--- config.mk ---
export PLATFORM = sky130hd
export DESIGN_NAME = ad2s1210_sequencer
export DESIGN_NICKNAME = d
export VERILOG_FILES = /design/src/rtl/ad2s1210_sequencer.sv
export SDC_FILE = /design/constraint.sdc
export NUM_CORES = 1
export LEC_CHECK = 0
export BUFFER_PORTS_ARGS = -buffer_cell sky130_fd_sc_hd__buf_2
export CAP_MARGIN = 20
export CORE_MARGIN = 1
export CORE_UTILIZATION = 58
export DETAILED_ROUTE_END_ITERATION = 6
export GPL_ROUTABILITY_DRIVEN = 0
export PLACE_DENSITY = 0.85
export RECOVER_POWER = 25
export SYNTH_ARGS = -nofsm -noshare
export SYNTH_HDL_FRONTEND = slang
export SYNTH_SLANG_ARGS = --single-unit
export TNS_END_PERCENT = 5
--- constraint.sdc ---
create_clock -name clock -period 3.8 [get_ports clock]
set_input_delay 0.38 -clock clock [delete_from_list [all_inputs] [get_ports clock]]
set_output_delay 0.38 -clock clock [all_outputs]
set_load 0.01 [all_outputs]
--- src/rtl/ad2s1210_sequencer.sv ---
// ad2s1210_sequencer
// Periodic sampling scheduler and SPI-access arbiter for the AD2S1210 resolver
// path. Produces the read cadence for the resolver reader, interleaves
// on-demand configuration writes, and reports dropped ticks and timeouts.

module ad2s1210_sequencer #(
    parameter int TIMEOUT  = 4096,
    parameter int PERIOD_W = 32
) (
    input  logic                clock,
    input  logic                reset,
    input  logic                enable,
    input  logic [PERIOD_W-1:0] period,
    input  logic [1:0]          read_mode,
    input  logic                cfg_valid,
    output logic                cfg_ready,
    input  logic [7:0]          cfg_addr,
    input  logic [7:0]          cfg_data,
    output logic                reader_start,
    output logic                reader_type,
    input  logic                reader_done,
    output logic                cfg_start,
    output logic [7:0]          cfg_addr_out,
    output logic [7:0]          cfg_data_out,
    input  logic                cfg_done,
    output logic                busy,
    output logic [15:0]         overrun_count,
    output logic [15:0]         timeout_count,
    output logic                fault
);

    localparam int WAIT_W = (TIMEOUT > 2) ? $clog2(TIMEOUT) : 1;
    localparam logic [WAIT_W-1:0] WAIT_LAST = WAIT_W'(TIMEOUT - 1);

    typedef enum logic [2:0] {
        IDLE,
        RD_START,
        RD_WAIT,
        CFG_START,
        CFG_WAIT
    } state_t;

    state_t              state;
    state_t              next_state;
    logic [PERIOD_W-1:0] period_count;
    logic [PERIOD_W-1:0] period_last;
    logic                tick;
    logic                tick_pending;
    logic                drop_tick;
    logic [WAIT_W-1:0]   wait_cnt;
    logic [1:0]          mode_q;
    logic                second_read;
    logic                alt_toggle;
    logic                cfg_pending;
    logic                launch_read;
    logic                chain_second;
    logic                timeout_ev;
    logic                cfg_clear;

    // Periods below 2 are clamped so the cadence never degenerates to every cycle.
    assign period_last = (period < PERIOD_W'(2)) ? PERIOD_W'(1) : period - PERIOD_W'(1);
    assign tick        = enable && (period_count == period_last);
    assign drop_tick   = tick && (tick_pending || state == RD_START || state == RD_WAIT);
    assign cfg_ready   = !cfg_pending;

    // Free-running period counter; a shrunken period makes it wrap on the next cycle.
    always_ff @(posedge clock or negedge reset) begin
        if (!reset) begin
            period_count <= '0;
        end else if (!enable) begin
            period_count <= '0;
        end else if (period_count >= period_last) begin
            period_count <= '0;
        end else begin
            period_count <= period_count + PERIOD_W'(1);
        end
    end

    // Remember one tick that arrived while a config operation held the converter.
    always_ff @(posedge clock or negedge reset) begin
        if (!reset) begin
            tick_pending <= 1'b0;
        end else if (!enable) begin
            tick_pending <= 1'b0;
        end else if (launch_read) begin
            tick_pending <= 1'b0;
        end else if (tick && !drop_tick) begin
            tick_pending <= 1'b1;
        end
    end

    // Next-state decode; reads win over a pending config write.
    always_comb begin
        next_state   = state;
        launch_read  = 1'b0;
        chain_second = 1'b0;
        timeout_ev   = 1'b0;
        cfg_clear    = 1'b0;
        case (state)
            IDLE: begin
                if (tick || tick_pending) begin
                    next_state  = RD_START;
                    launch_read = 1'b1;
                end else if (cfg_pending) begin
                    next_state = CFG_START;
                end
            end
            RD_START: next_state = RD_WAIT;
            RD_WAIT: begin
                if (reader_done) begin
                    if (mode_q == 2'b11 && !second_read) begin
                        next_state   = RD_START;
                        chain_second = 1'b1;
                    end else begin
                        next_state = IDLE;
                    end
                end else if (wait_cnt == WAIT_LAST) begin
                    next_state = IDLE;
                    timeout_ev = 1'b1;
                end
            end
            CFG_START: next_state = CFG_WAIT;
            CFG_WAIT: begin
                if (cfg_done) begin
                    next_state = IDLE;
                    cfg_clear  = 1'b1;
                end else if (wait_cnt == WAIT_LAST) begin
                    next_state = IDLE;
                    cfg_clear  = 1'b1;
                    timeout_ev = 1'b1;
                end
            end
            default: next_state = IDLE;
        endcase
    end

    // State register with start pulses and busy registered off the next state.
    always_ff @(posedge clock or negedge reset) begin
        if (!reset) begin
            state        <= IDLE;
            reader_start <= 1'b0;
            cfg_start    <= 1'b0;
            busy         <= 1'b0;
        end else begin
            state        <= next_state;
            reader_start <= (next_state == RD_START);
            cfg_start    <= (next_state == CFG_START);
            busy         <= (next_state != IDLE);
        end
    end

    // Wait counter runs only while waiting for a done pulse.
    always_ff @(posedge clock or negedge reset) begin
        if (!reset) begin
            wait_cnt <= '0;
        end else if (state == RD_WAIT || state == CFG_WAIT) begin
            wait_cnt <= wait_cnt + WAIT_W'(1);
        end else begin
            wait_cnt <= '0;
        end
    end

    // Read mode is captured at launch so a mid-sequence change only affects the next tick.
    always_ff @(posedge clock or negedge reset) begin
        if (!reset) begin
            mode_q      <= 2'b00;
            second_read <= 1'b0;
            reader_type <= 1'b0;
            alt_toggle  <= 1'b0;
        end else begin
            if (launch_read) begin
                mode_q      <= read_mode;
                second_read <= 1'b0;
                reader_type <= (read_mode == 2'b01) || (read_mode == 2'b10 && alt_toggle);
            end else if (chain_second) begin
                second_read <= 1'b1;
                reader_type <= 1'b1;
            end
            if (state == RD_WAIT && reader_done && mode_q == 2'b10) begin
                alt_toggle <= !alt_toggle;
            end
        end
    end

    // Single-entry config request buffer; the slot frees on completion or timeout.
    always_ff @(posedge clock or negedge reset) begin
        if (!reset) begin
            cfg_pending  <= 1'b0;
            cfg_addr_out <= 8'h00;
            cfg_data_out <= 8'h00;
        end else if (cfg_clear) begin
            cfg_pending <= 1'b0;
        end else if (cfg_valid && !cfg_pending) begin
            cfg_pending  <= 1'b1;
            cfg_addr_out <= cfg_addr;
            cfg_data_out <= cfg_data;
        end
    end

    // Saturating error counters and a registered one-cycle fault pulse.
    always_ff @(posedge clock or negedge reset) begin
        if (!reset) begin
            overrun_count <= 16'h0000;
            timeout_count <= 16'h0000;
            fault         <= 1'b0;
        end else begin
            fault <= drop_tick || timeout_ev;
            if (drop_tick && overrun_count != 16'hFFFF) begin
                overrun_count <= overrun_count + 16'd1;
            end
            if (timeout_ev && timeout_count != 16'hFFFF) begin
                timeout_count <= timeout_count + 16'd1;
            end
        end
    end

endmodule

==> flow_summary.ini, run 1 <==
[sta]
slew_headroom_pct = -48.16
clock_skew_ns = 0.01892
grt_setup_unrepaired = yes
worstMarginPinSlew_ns = 2.222
fmaxAchievable_mhz = 270.9
whs_ns = 0.2375
setup_slack_ns = 0.1086
post-route-period-util_pct = 97.14
hold_viol_final = 0
setup_violations = 0
finalMaxSlewViolations = 45
fin_crit_ns = 3.691

[detailed_routing]
wl_um = 14530
post_drt_wl_per_cell_um = 15.18
num_vias = 5475
drc = 0
routed_via_density = 5.721
first_pass_iters = 5
wl_met2_um = 7490
drt_iter0_drc = 392
top_layer = met4
wl_met1_um = 6350
dr_wl_met3_um = 558
drtAntennaViolNets = 0

[run_status]
violations = max-capacitance violations, max-slew violations
status = complete, but fails checks

[setup_path]
path_cells = buf_2 -> or3_4 -> or3_4 -> or3_4 -> or2_2 -> nor2_1 -> a21boi_1 -> ha_1 -> nand4_1 -> or3_4 -> or4_4 -> o21ai_4 -> buf_8 -> nor3_1
worstPathRequired_ns = 4.04
path_delay_family = simple AND/OR/NAND/NOR gates
cp_slowest_stage_delay_ns = 0.48
cp-end-kind = flop
crit_type = in -> reg
cp_slowest_cell = or4_4
critPathBufInv = 2
worstPathArrival_ns = 3.93
setup.worst_path.start_class = input port
cpMostUsedCell = or3_4
critPathMaxFanout = 15

[layout]
finish.net_count = 909
drive_gt1_share_pct = 27.89
diodes = 0
area_delta_synth_final_pct = 21.61
fillCellCount = 759

[grt]
antenna_found_initial = 0
grt-ovfl-total = 0
grtUsageTotal_pct = 25.46
grt_max_degree = 87
grt_pass1_wl_um = 23450
grt_pass1_vias = 5329

[logic_synthesis]
ys_ff_latch = 106
yosysTopAreaCell = dfrtp_1
syn_nets = 757
avgSynthCellArea_um2 = 9.565
syn_inst = 664
ys_types = 57
yosys_warnings = 0
synthFlopType = dfrtp_1
synth_edf_count = 0
synth-seq-area-share_pct = 41.77
syn_area_um2 = 6351
async_reset_ff_share_pct = 100.0
netlist_top_cells_area = dfrtp_1 42%, ha_1 7.3%, xnor2_1 6.9%
synth_top_area_share_pct = 41.77

[cts]
cts_sinks = 106
insertion_delay_ns = 0.37
clkTransAtPathRegs_ns = 0.11
cts_root_buf = clkbuf_8
cts_hold_buf = 0
cts_tree = yes
cts_max_level = 3
cts_buffers = 9
cts_buffer_depth = 2

[power_and_ir_drop]
peakVddDrop_mv = 0.2725
power.total_mw = 2.568
leakagePower_nw = 3.805
power_density_nw_per_um2 = 332.5

[floorplanning]
core-area_um2 = 10460
num_io_pins = 110
die_h_um = 106.6
die_w_um = 106.6
initial_core_util_pct = 60.70
num_rows = 37
fp.dieArea_um2 = 11370

[run]
max_cap_viol_count = 1

[placed_design]
dp_hpwl_um = 10990
pre_cts_ws_ns = -0.3439
numPortBuffers = 109

[hold_path]
hp-class = in -> reg
==> cells by family after synthesis <==
group / count (synthesis) / share of synthesized area (%)
AOI/OAI and AO/OA: 53 / 5.299
xor gates and xnor gates: 92 / 12.69
adders and majority gates: 37 / 7.289
buffers and inverters: 38 / 2.679
DFF: 106 / 41.77
muxes: 21 / 3.704
and+or+nand+nor: 317 / 26.58
==> cell type report <==
| type | instances | area, um^2 | share of cell area, % |
|---|---|---|---|
| flip-flops and latches | 106 | 2653 | 34.34 |
| repair buffers | 164 | 994.7 | 12.88 |
| clock buffers | 11 | 131.4 | 1.701 |
| well taps | 136 | 170.2 | 2.203 |
| clock inverters | 5 | 37.54 | 0.4860 |
| multi-input cells | 521 | 3685 | 47.71 |
| inverters | 14 | 52.55 | 0.6804 |
==> cell usage after synthesis, types with 3 or more instances <==
cell type / instances
a21o_1: 6
a21oi_1: 15
and3_1: 17
and4_1: 12
buf_2: 7
clkbuf_1: 13
dfrtp_1: 106
ha_1: 37
inv_1: 14
mux2_2: 20
nand2_1: 82
nand2b_1: 5
nand3_1: 34
nand4_1: 28
nor2_1: 38
nor3_1: 44
nor3b_1: 3
nor4_1: 12
nor4b_1: 6
o21ai_0: 10
o21bai_1: 5
or3_1: 11
or4_1: 3
xnor2_1: 50
xor2_1: 42
==> power by group <==
part           internal [mW]  leakage (nW)  switching (mW)
clock                  0.243        0.0803           0.385
combinational          0.273          2.31           0.328
sequential              1.25          1.42          0.0901
==> layer usage <==
| metal | vias to the layer above | global-route usage (%) |
|---|---|---|
| li1 | 2671 | - |
| met1 | 2644 | 32.24 |
| met2 | 150 | 45.48 |
| met3 | 10 | 2.249 |
| met4 | 0 | 9.002 |
| met5 | - | 0 |
==> cell usage in the layout, fill, tap and decap left out, types with 10 or more instances in the layout <==
| master | n |
|---|---|
| buf_4 | 49 |
| and3_1 | 17 |
| mux2_2 | 20 |
| o21ai_0 | 10 |
| nand2_1 | 82 |
| inv_1 | 14 |
| xor2_1 | 42 |
| nor3_1 | 41 |
| nor2_1 | 37 |
| buf_2 | 108 |
| nand4_1 | 28 |
| dfrtp_1 | 106 |
| xnor2_1 | 50 |
| and4_1 | 12 |
| a21oi_1 | 15 |
| nand3_1 | 34 |
| ha_1 | 37 |
==> what timing repair did <==
action | in CTS | in global routing
endpoints found under the setup margin | 0 | 41
setup buffers | 0 | 1
resized for setup | 0 | 23
==> stage by stage <==
step                      TNS [ns]  cell area (um^2)  utilization (%)  instances
final                            0              7724            73.82        957
after global placement      -8.813              7418            70.90        937
after detailed placement    -14.23              7418            70.90        937
after floorplan           -0.04101              6415                -        664
after global routing       -0.2778              7724            73.82        957
after CTS                        0              7587            72.52        953
==> sequential cells by signal, indices dropped and copies added, names as in the netlist <==
register       cells
alt_toggle         1
cfg_pending        1
cfg_data_out       8
cfg_addr_out       8
reader_type        1
period_count      32
timeout_count     16
fault              1
wait_cnt          12
mode_q             2
overrun_count     16
reader_start       1
state              3
tick_pending       1
cfg_start          1
busy               1
second_read        1
==> final timing paths <==
path                                             start                           end  slack (ns)  cells after the start
worst max-delay path                        period[15]    period_count[11]$_DFF_PN0_        0.11                     14
worst min-delay path                       cfg_addr[4]   cfg_addr_out[4]$_DFFE_PN0P_        0.24                      2
worst max register to register   wait_cnt[0]$_DFF_PN0_   cfg_addr_out[5]$_DFFE_PN0P_        1.23                      6
worst min register to register  alt_toggle$_DFFE_PN0P_        alt_toggle$_DFFE_PN0P_        0.47                      1
max in group asynchronous                        reset    period_count[19]$_DFF_PN0_        0.90                      3
min in group asynchronous                        reset  overrun_count[7]$_DFFE_PN0P_        0.66                      1
No activity file was read; power rests on OpenSTA's default activity.
==> run 2, diff against run 1 <==
--- a/config.mk
+++ b/config.mk
@@ -5,7 +5,7 @@
 export SDC_FILE = /design/constraint.sdc
 export NUM_CORES = 1
 export LEC_CHECK = 0
-export BUFFER_PORTS_ARGS = -buffer_cell sky130_fd_sc_hd__buf_2
+export BUFFER_PORTS_ARGS = -buffer_cell sky130_fd_sc_hd__buf_4
 export CAP_MARGIN = 20
 export CORE_MARGIN = 1
 export CORE_UTILIZATION = 58
==> run 2 against run 1 <==
Compared with the run above:
- the flow still finishes with violations (max-capacitance violations, max-slew violations)
- combinational power shrank 1%
- clock skew shrank 0.012 ns
- global-route usage grew 1.1 points
- utilization grew 1.5 points
- worst setup slack lost 0.0037 ns
- first-iteration DRC count shrank 6.6%
- die area is the same
- flip-flop and latch count is the same
- highest routed layer unchanged
==> flow_summary.ini, run 2 (same netlist as run 1, synthesis figures left out) <==
[run_status]
status = complete, but fails checks
violations = max-capacitance violations, max-slew violations

[placed_design]
dp_hpwl_um = 11070
numPortBuffers = 109
placed_area_um2 = 7711

[setup_path]
regToRegStartpoint = wait_cnt[0]$_DFF_PN0_
cp_slowest_stage_delay_ns = 0.52
setup.worst_path.start_class = input port
reg2reg_depth = 7
crit_type = in -> reg
critPathMaxFanout = 8
path_cells = buf_4 -> or4_4 -> or4_4 -> or3_4 -> nor2_1 -> mux2i_1 -> ha_1 -> nand4_1 -> or3_4 -> or4_4 -> o21ai_4 -> buf_4 -> nor3_1
rrSetupSlack_ns = 1.15
cp_slowest_cell = or4_4
cp-end-kind = flop
worst_r2r_endpoint = timeout_count[11]$_DFFE_PN0P_
cpMostUsedCell = or4_4
worstPathRequired_ns = 4.05
worstPathArrival_ns = 3.95

[cts]
insertion_delay_ns = 0.37
cts_max_level = 3
cts_buffer_depth = 2
cts_sinks = 106
cts_buffers = 9
cts_tree = yes
cts_root_buf = clkbuf_8
clkTransAtPathRegs_ns = 0.09

[hold_path]
hold_path_depth = 2
hp-class = in -> reg
holdCritStartpoint = cfg_valid
whs_endpoint = cfg_pending$_DFFE_PN0P_

[floorplanning]
fp.dieArea_um2 = 11370
die_h_um = 106.6
die_w_um = 106.6
num_io_pins = 110
num_rows = 37
initial_core_util_pct = 60.70
core-area_um2 = 10460

[layout]
regMostFlops = period_count
drive_gt1_share_pct = 22.80
final_cell_mix = 127 x buf_4, 106 x dfrtp_1, 82 x nand2_1
design_area_um2 = 7878
ff_latch_area_um2 = 2653
largestRegisters = period_count: 32 flops, overrun_count: 16 flops, timeout_count: 16 flops
fin_util_pct = 75.29
largest_reg_flops = 32
finish.net_count = 909
multi_input_area_um2 = 3641
area_delta_synth_final_pct = 24.03
final_common_cell = buf_4
diodes = 0
fillCellCount = 758

[sta]
finalMaxSlewViolations = 34
fmaxAchievable_mhz = 270.6
worstMarginPinSlew_ns = 1.722
post-route-period-util_pct = 97.24
grt_setup_unrepaired = yes
hold_viol_final = 0
setup_violations = 0
final.setup.tns_ns = 0
slew_headroom_pct = -14.81
clock_skew_ns = 0.007378
fin_crit_ns = 3.695

[detailed_routing]
wl_um = 14480
drt_iter0_drc = 366
first_pass_iters = 5
drc = 0
post_drt_wl_per_cell_um = 15.15
routed_via_density = 5.763
num_vias = 5509
drtAntennaViolNets = 0

[grt]
grtUsageTotal_pct = 26.60
grt_max_degree = 42
grt_pass1_wl_um = 24440
grt-ovfl-total = 0
grt_pass1_vias = 5497
antenna_found_initial = 0

[power_and_ir_drop]
clockPowerShare_pct = 27.9
peakVddDrop_mv = 0.3423
power_density_nw_per_um2 = 341.1
power_frac_comb_pct = 22.1
seq_power_share_pct = 50.0
power.total_mw = 2.687
intPower_mw = 1.919
p_sw_mw = 0.7687
p_sw_share_pct = 28.61
leakagePower_nw = 3.761

[run]
max_cap_viol_count = 1
run 2: cell types whose count changed in the layout (fill, tap and decap cells not counted), moves of 3 or more:
cell      delta
clkbuf_1    +33
nor3_2       -3
nor3_1       +3
buf_2      -108
buf_4       +78
run 2: worst max path at each step:
stage	startpoint	to
floorplan	period[24]	overrun_count[12]$_DFFE_PN0P_
global placement	period[15]	overrun_count[9]$_DFFE_PN0P_
detailed placement	period[15]	overrun_count[9]$_DFFE_PN0P_
CTS	period[15]	overrun_count[9]$_DFFE_PN0P_
global route	period[24]	period_count[4]$_DFF_PN0_
finish	period[24]	period_count[18]$_DFF_PN0_
run 2: metal layers:
layer	global-route usage (%)	part of all wire, %	vias to the layer above
met4	9.687	1.9	0
li1	-	-	2670
met3	3.100	4.6	22
met5	0	0	-
met2	47.51	50	168
met1	33.09	43	2649
run 2: worst max-delay path, delay by kind of cell:
kind / cells / cell delay [ns]
buf+inv: 2 / 0.33
fa+ha+maj: 1 / 0.29
simple gates: 8 / 2.54
mux: 1 / 0.11
compound gates: 1 / 0.28
run 2: repair_timing:
item,in CTS,in global routing
buffers inserted,0,0
hold endpoints to repair,31,0
hold buffers,1,0
setup endpoints to repair,0,46
resized for setup,0,11
run 2: per-stage QoR:
| stage | setup slack [ns] | std cells | hold WS (ns) |
|---|---|---|---|
| final | 0.1049 | 956 | 0.2388 |
| after global routing | -0.001121 | 956 | 0.2310 |
| after CTS | 0.003481 | 956 | 0.2231 |
| after detailed placement | -0.3955 | 940 | 0.3403 |
| after global placement | -0.2557 | 940 | 0.3295 |
| after floorplan | -0.02533 | 664 | 0.08441 |
run 2: area by class of cell:
class                           instances  area share (%)
Multi-Input combinational cell        520           46.22
Timing Repair Buffer                  165           14.50
Sequential cell                       106           33.67
Clock inverter                          2          0.7624
Clock buffer                           13           2.017
Tap cell                              136           2.160
Inverter                               14          0.6671
run 2: power groups by stage:
stage	Clock, mW	Combinational [mW]	Sequential [mW]
detailed placement	0	0.664	1.37
floorplan	0	0.311	1.38
CTS	0.768	0.666	1.34
global route	0.798	0.662	1.36
finish	0.751	0.594	1.34
global placement	0	0.637	1.36
